<file path="config.mk">
export PLATFORM = sky130hd
export DESIGN_NAME = fifo_write_arbiter
export DESIGN_NICKNAME = d
export VERILOG_FILES = /design/src/rtl/fifo_arb_pkg.sv /design/src/rtl/fifo_write_arbiter_rr_pick.sv /design/src/rtl/fifo_write_arbiter.sv
export SDC_FILE = /design/constraint.sdc
export NUM_CORES = 1
export LEC_CHECK = 0
export CAP_MARGIN = 20
export CELL_PAD_IN_SITES_DETAIL_PLACEMENT = 1
export CELL_PAD_IN_SITES_GLOBAL_PLACEMENT = 1
export CORE_UTILIZATION = 23
export CTS_CLUSTER_DIAMETER = 120
export DETAILED_ROUTE_END_ITERATION = 7
export PLACE_DENSITY_LB_ADDON = 0.1
export SYNTH_ARGS = -nofsm -noshare
export SYNTH_HDL_FRONTEND = slang
export SYNTH_SLANG_ARGS = --single-unit
</file>
<file path="constraint.sdc">
create_clock -name wclk -period 2.05 [get_ports wclk]
set_input_delay 0.205 -clock wclk [delete_from_list [all_inputs] [get_ports wclk]]
set_output_delay 0.205 -clock wclk [all_outputs]
set_load 0.05 [all_outputs]
</file>
<file path="src/rtl/fifo_arb_pkg.sv">
// ============================================================================
// Module  : fifo_arb_pkg
// Brief   : Shared types and helpers for the FIFO write-port arbiter.
// Revision: 1.0 - initial release
// ============================================================================
`default_nettype none

package fifo_arb_pkg;

    typedef enum logic {
        ARB   = 1'b0,
        BURST = 1'b1
    } arb_state_t;

    function automatic int beat_cnt_width(input int max_burst);
        return $clog2(max_burst + 1);
    endfunction

    function automatic int wrap_idx(input int idx, input int num);
        return idx % num;
    endfunction

    function automatic logic onehot_bit(input int idx, input int pos);
        return (idx == pos);
    endfunction

endpackage

`default_nettype wire

</file>
<file path="src/rtl/fifo_write_arbiter_rr_pick.sv">
// ============================================================================
// Module  : rr_pick
// Brief   : Combinational round-robin picker; searches upward from i_rr_last+1.
// Revision: 1.0 - initial release
// ============================================================================
`default_nettype none

module rr_pick
    import fifo_arb_pkg::*;
#(
    parameter int NUM_REQ = 4,
    parameter int IDX_W   = $clog2(NUM_REQ)
) (
    input  logic [NUM_REQ-1:0] i_req,
    input  logic [IDX_W-1:0]   i_rr_last,
    output logic [IDX_W-1:0]   o_winner,
    output logic               o_valid
);

    logic [IDX_W-1:0] w_idx;

    // Walk from the farthest candidate to the nearest so the nearest hit wins.
    always_comb begin
        o_valid  = 1'b0;
        o_winner = '0;
        w_idx    = '0;
        for (int k = NUM_REQ; k >= 1; k--) begin
            w_idx = IDX_W'(wrap_idx(int'(i_rr_last) + k, NUM_REQ));
            if (i_req[w_idx]) begin
                o_valid  = 1'b1;
                o_winner = w_idx;
            end
        end
    end

endmodule

`default_nettype wire

</file>
<file path="src/rtl/fifo_write_arbiter.sv">
// ============================================================================
// Module  : fifo_write_arbiter
// Brief   : Round-robin burst arbiter for the async FIFO write port.
//           Define FIFO_ARB_PRIO_EN to give requester 0 priority in arbitration.
// Revision: 1.0 - initial release
// ============================================================================
`default_nettype none

module fifo_write_arbiter
    import fifo_arb_pkg::*;
#(
    parameter int NUM_REQ    = 4,
    parameter int DATA_WIDTH = 8,
    parameter int MAX_BURST  = 4
) (
    input  logic                          wclk,
    input  logic                          wrst,
    input  logic [NUM_REQ-1:0]            req,
    input  logic [NUM_REQ-1:0]            req_last,
    input  logic [NUM_REQ*DATA_WIDTH-1:0] req_data,
    input  logic                          fifo_full,
    output logic [NUM_REQ-1:0]            gnt,
    output logic                          fifo_wen,
    output logic [DATA_WIDTH-1:0]         fifo_wdata,
    output logic                          busy
);

    localparam int IDX_W = $clog2(NUM_REQ);
    localparam int CNT_W = beat_cnt_width(MAX_BURST);

    arb_state_t         r_state;
    arb_state_t         w_state_nxt;
    logic [NUM_REQ-1:0] r_gnt;
    logic [NUM_REQ-1:0] w_gnt_nxt;
    logic [IDX_W-1:0]   r_rr_last;
    logic [IDX_W-1:0]   w_rr_last_nxt;
    logic [CNT_W-1:0]   r_beat_cnt;
    logic [CNT_W-1:0]   w_beat_cnt_nxt;

    logic [IDX_W-1:0]   w_rr_winner;
    logic               w_rr_valid;
    logic [IDX_W-1:0]   w_winner;
    logic               w_req_g;
    logic               w_accept;
    logic               w_burst_end;

    rr_pick #(
        .NUM_REQ (NUM_REQ),
        .IDX_W   (IDX_W)
    ) u_rr_pick (
        .i_req     (req),
        .i_rr_last (r_rr_last),
        .o_winner  (w_rr_winner),
        .o_valid   (w_rr_valid)
    );

`ifdef FIFO_ARB_PRIO_EN
    assign w_winner = req[0] ? '0 : w_rr_winner;
`else
    assign w_winner = w_rr_winner;
`endif

    // While in BURST, r_rr_last is the index of the granted requester.
    assign w_req_g     = req[r_rr_last];
    assign w_accept    = w_req_g & ~fifo_full;
    assign w_burst_end = ~w_req_g
                       | (w_accept & (req_last[r_rr_last]
                                      | (r_beat_cnt == CNT_W'(MAX_BURST - 1))));

    always_ff @(posedge wclk or posedge wrst) begin
        if (wrst) begin
            r_state    <= ARB;
            r_gnt      <= '0;
            r_rr_last  <= IDX_W'(NUM_REQ - 1);
            r_beat_cnt <= '0;
        end else begin
            r_state    <= w_state_nxt;
            r_gnt      <= w_gnt_nxt;
            r_rr_last  <= w_rr_last_nxt;
            r_beat_cnt <= w_beat_cnt_nxt;
        end
    end

    always_comb begin
        w_state_nxt    = r_state;
        w_gnt_nxt      = r_gnt;
        w_rr_last_nxt  = r_rr_last;
        w_beat_cnt_nxt = r_beat_cnt;
        case (r_state)
            ARB: begin
                w_gnt_nxt      = '0;
                w_beat_cnt_nxt = '0;
                if (w_rr_valid) begin
                    for (int i = 0; i < NUM_REQ; i++) begin
                        w_gnt_nxt[i] = onehot_bit(int'(w_winner), i);
                    end
                    w_rr_last_nxt = w_winner;
                    w_state_nxt   = BURST;
                end
            end
            BURST: begin
                if (w_burst_end) begin
                    w_state_nxt    = ARB;
                    w_gnt_nxt      = '0;
                    w_beat_cnt_nxt = '0;
                end else if (w_accept) begin
                    w_beat_cnt_nxt = r_beat_cnt + CNT_W'(1);
                end
            end
            default: begin
                w_state_nxt    = ARB;
                w_gnt_nxt      = '0;
                w_beat_cnt_nxt = '0;
            end
        endcase
    end

    always_comb begin
        fifo_wdata = '0;
        for (int i = 0; i < NUM_REQ; i++) begin
            if (r_gnt[i]) begin
                fifo_wdata = fifo_wdata | req_data[i*DATA_WIDTH +: DATA_WIDTH];
            end
        end
    end

    assign gnt      = r_gnt;
    assign fifo_wen = (|(r_gnt & req)) & ~fifo_full;
    assign busy     = (r_state == BURST);

endmodule

`default_nettype wire

</file>
==> impl_metrics.tcl <==
set metrics [dict create \
    ir_worst_vdd_uv 585.1 \
    dp_slack_ps 305.2 \
    crit_family "buffers and inverters" \
    r2r-end "gnt[3]" \
    crit_path_start_kind "flip-flop" \
    regToRegStartpoint "r_rr_last[0]" \
    relSlewSlack_pct 65.53 \
    rsz0062_at_grt "no" \
    dr.pass1.iters 4 \
    worst-path-stages 1 \
    core-area_um2 3337 \
    skew_ps 3.810 \
    dieHeight_um 60.91 \
    route.detailed.drc 0 \
    layout_commonest_cell "clkdlybuf4s50_1" \
    diodes 0 \
    antenna_found_initial 0 \
    post_cts_resized 0 \
    cap_violations 0 \
    max_freq_ghz 0.5980 \
    r2r_cells 4 \
    synth_edf_count 0 \
    critPathCaptureType "output pin" \
    grtUsageTotal_pct 16.36 \
    syn-num-nets 140 \
    slew_violations 0 \
    p_leak_uw 0.0006161 \
    ys_seq_elements 10 \
    critPathRequiredTime_ps 1850 \
    detail-route-antenna-nets 0 \
    worst_pin_slew_ps 515.5 \
    io-pin-count 57 \
    cpPeakStageDelay_ps 820 \
    io_buffers 56 \
    fin_hold_ws_ps 218.4 \
    hp-class "input pin to async pin" \
    cts_tree "yes" \
    grt_start_max_net_pins 11 \
    cts_setup_buffers 0 \
    worstPathArrival_ps 1470 \
    clk_pin_slew_ps 70 \
    post_drt_via_cell_ratio 4.814 \
    yosysSeqAreaShare_pct 31.66 \
    clk_latency_ps 260 \
    cts_made_buffers 3 \
    place_hpwl_mm 2.380 \
    pwr_density_cell_nw_per_um2 1528 \
    final_hold_viol_count 0 \
    drtIter0Drc 46 \
    h-tree-depth 1 \
    dieArea_um2 3710 \
    drt_wl_total_mm 2.920 \
    vias 958 \
    clock-sinks 10 \
    fin_nets 199 \
    path_cells "clkdlybuf4s50_1" \
    outcome "completed" \
    path_max_fanout 4 \
    syn_inst 95 \
    grt_pass1_wl_mm 4.464 \
    layout_common_cells "clkdlybuf4s50_1, a22oi_1, nand2_1" \
    ff2ff_setup_slack_ps 440 \
    avgSynthCellArea_um2 8.403 \
    gp_congestion 0.7721 \
    final_layout_size_suffix_gt1_share_pct 15.69 \
    worstSetupPathType "flip-flop to output pin" \
    crit_buf_inv 1 \
    num_rows 21 \
    grt_pass1_vias 1004 \
    synth.distinct_cells 30 \
    min_period_ps 1672 \
    async_reset_ff_share_pct 100.0 \
    period_share_pct 81.58 \
    initial_core_util_pct 23.92 \
    setup_ws_ps 377.7 \
    synth_ff_type "dfrtp_1" \
    final.setup.tns_ps 0 \
    yosysWarningCount 0 \
    netlist_area_um2 798.3 \
    clock-root-buffer "clkbuf_4" \
    crit_slowest_cell "clkdlybuf4s50_1" \
    cts_buffer_depth 2 \
    cts_hold_buffers 0 \
    die_w_um 60.91 \
    setup_viol 0 \
    area_delta_synth_final_pct 81.03 \
    overflow 0 \
    wl_per_cell_um 14.67 \
]
[cells in the mapped netlist (2+ instances only)]
library cell / n / area, um2
or2_1: 2 / 12.51
or3_1: 2 / 12.51
a22o_1: 2 / 17.52
dfstp_2: 2 / 52.55
nor2_1: 5 / 18.77
nand2b_1: 4 / 25.02
mux2i_1: 4 / 40.04
inv_1: 5 / 18.77
a21oi_1: 7 / 35.03
dfrtp_1: 8 / 200.2
a22oi_1: 18 / 135.1
clkbuf_1: 4 / 15.01
nand2_1: 13 / 48.80
ha_1: 2 / 25.02
nor2b_1: 2 / 12.51
[metal layers]
| layer | part of all wire [%] | vias to the layer above | global-route usage [%] |
|---|---|---|---|
| met4 | 0.34 | 0 | 2.597 |
| met3 | 2.3 | 2 | 3.625 |
| met1 | 44 | 472 | 21.14 |
| met5 | 0 | - | 0 |
| met2 | 54 | 17 | 28.41 |
| li1 | - | 467 | - |
[metrics by stage]
step | total power, uW | cells | util (%) | cell area, um2
6_report | 2209 | 199 | 43.31 | 1445
5_1_grt | 2354 | 199 | 43.31 | 1445
4_1_cts | 2238 | 199 | 43.31 | 1445
3_5_place_dp | 2055 | 195 | 42.22 | 1409
3_3_place_gp | 2031 | 195 | 42.22 | 1409
2_1_floorplan | 1484 | 95 | - | 802.0
[final cells by class]
class / count / area [um2]
sequential: 10 / 252.7
inverter: 5 / 18.77
fill: 408 / 1892
timing repair buffer: 60 / 580.6
clock buffer: 4 / 36.28
multi-input combinational: 74 / 499.2
tap: 46 / 57.56
[worst max-delay path by stage]
stage	from	end	slack, ps
2_1_floorplan	gnt[0]	fifo_wen	260
6_report	busy	busy	380
3_3_place_gp	req[1]	gnt[2]	330
5_1_grt	r_beat_cnt[0]	r_beat_cnt[1]	290
4_1_cts	busy	busy	360
3_5_place_dp	req[1]	gnt[2]	310
[cells by family (layout without fill, tap and decap cells)]
family	after synthesis	in the layout	synth area share [%]
compound gates	37	37	34.95
fa+ha+maj	2	2	3.134
buf+inv	11	69	6.269
flops	10	10	31.66
mux	4	4	5.016
simple gates	31	31	18.96
[state kept, by name, indices dropped and copies added, names as in the netlist]
register	count
r_beat_cnt	3
gnt	4
busy	1
r_rr_last	2
[report_power, final]
group | switching (uW) | internal [uW]
logic | 1050 | 606
registers | 87.9 | 285
clock network | 67.7 | 108
total | 1210 | 998
Note: power is estimated with default switching activity, not from simulation.
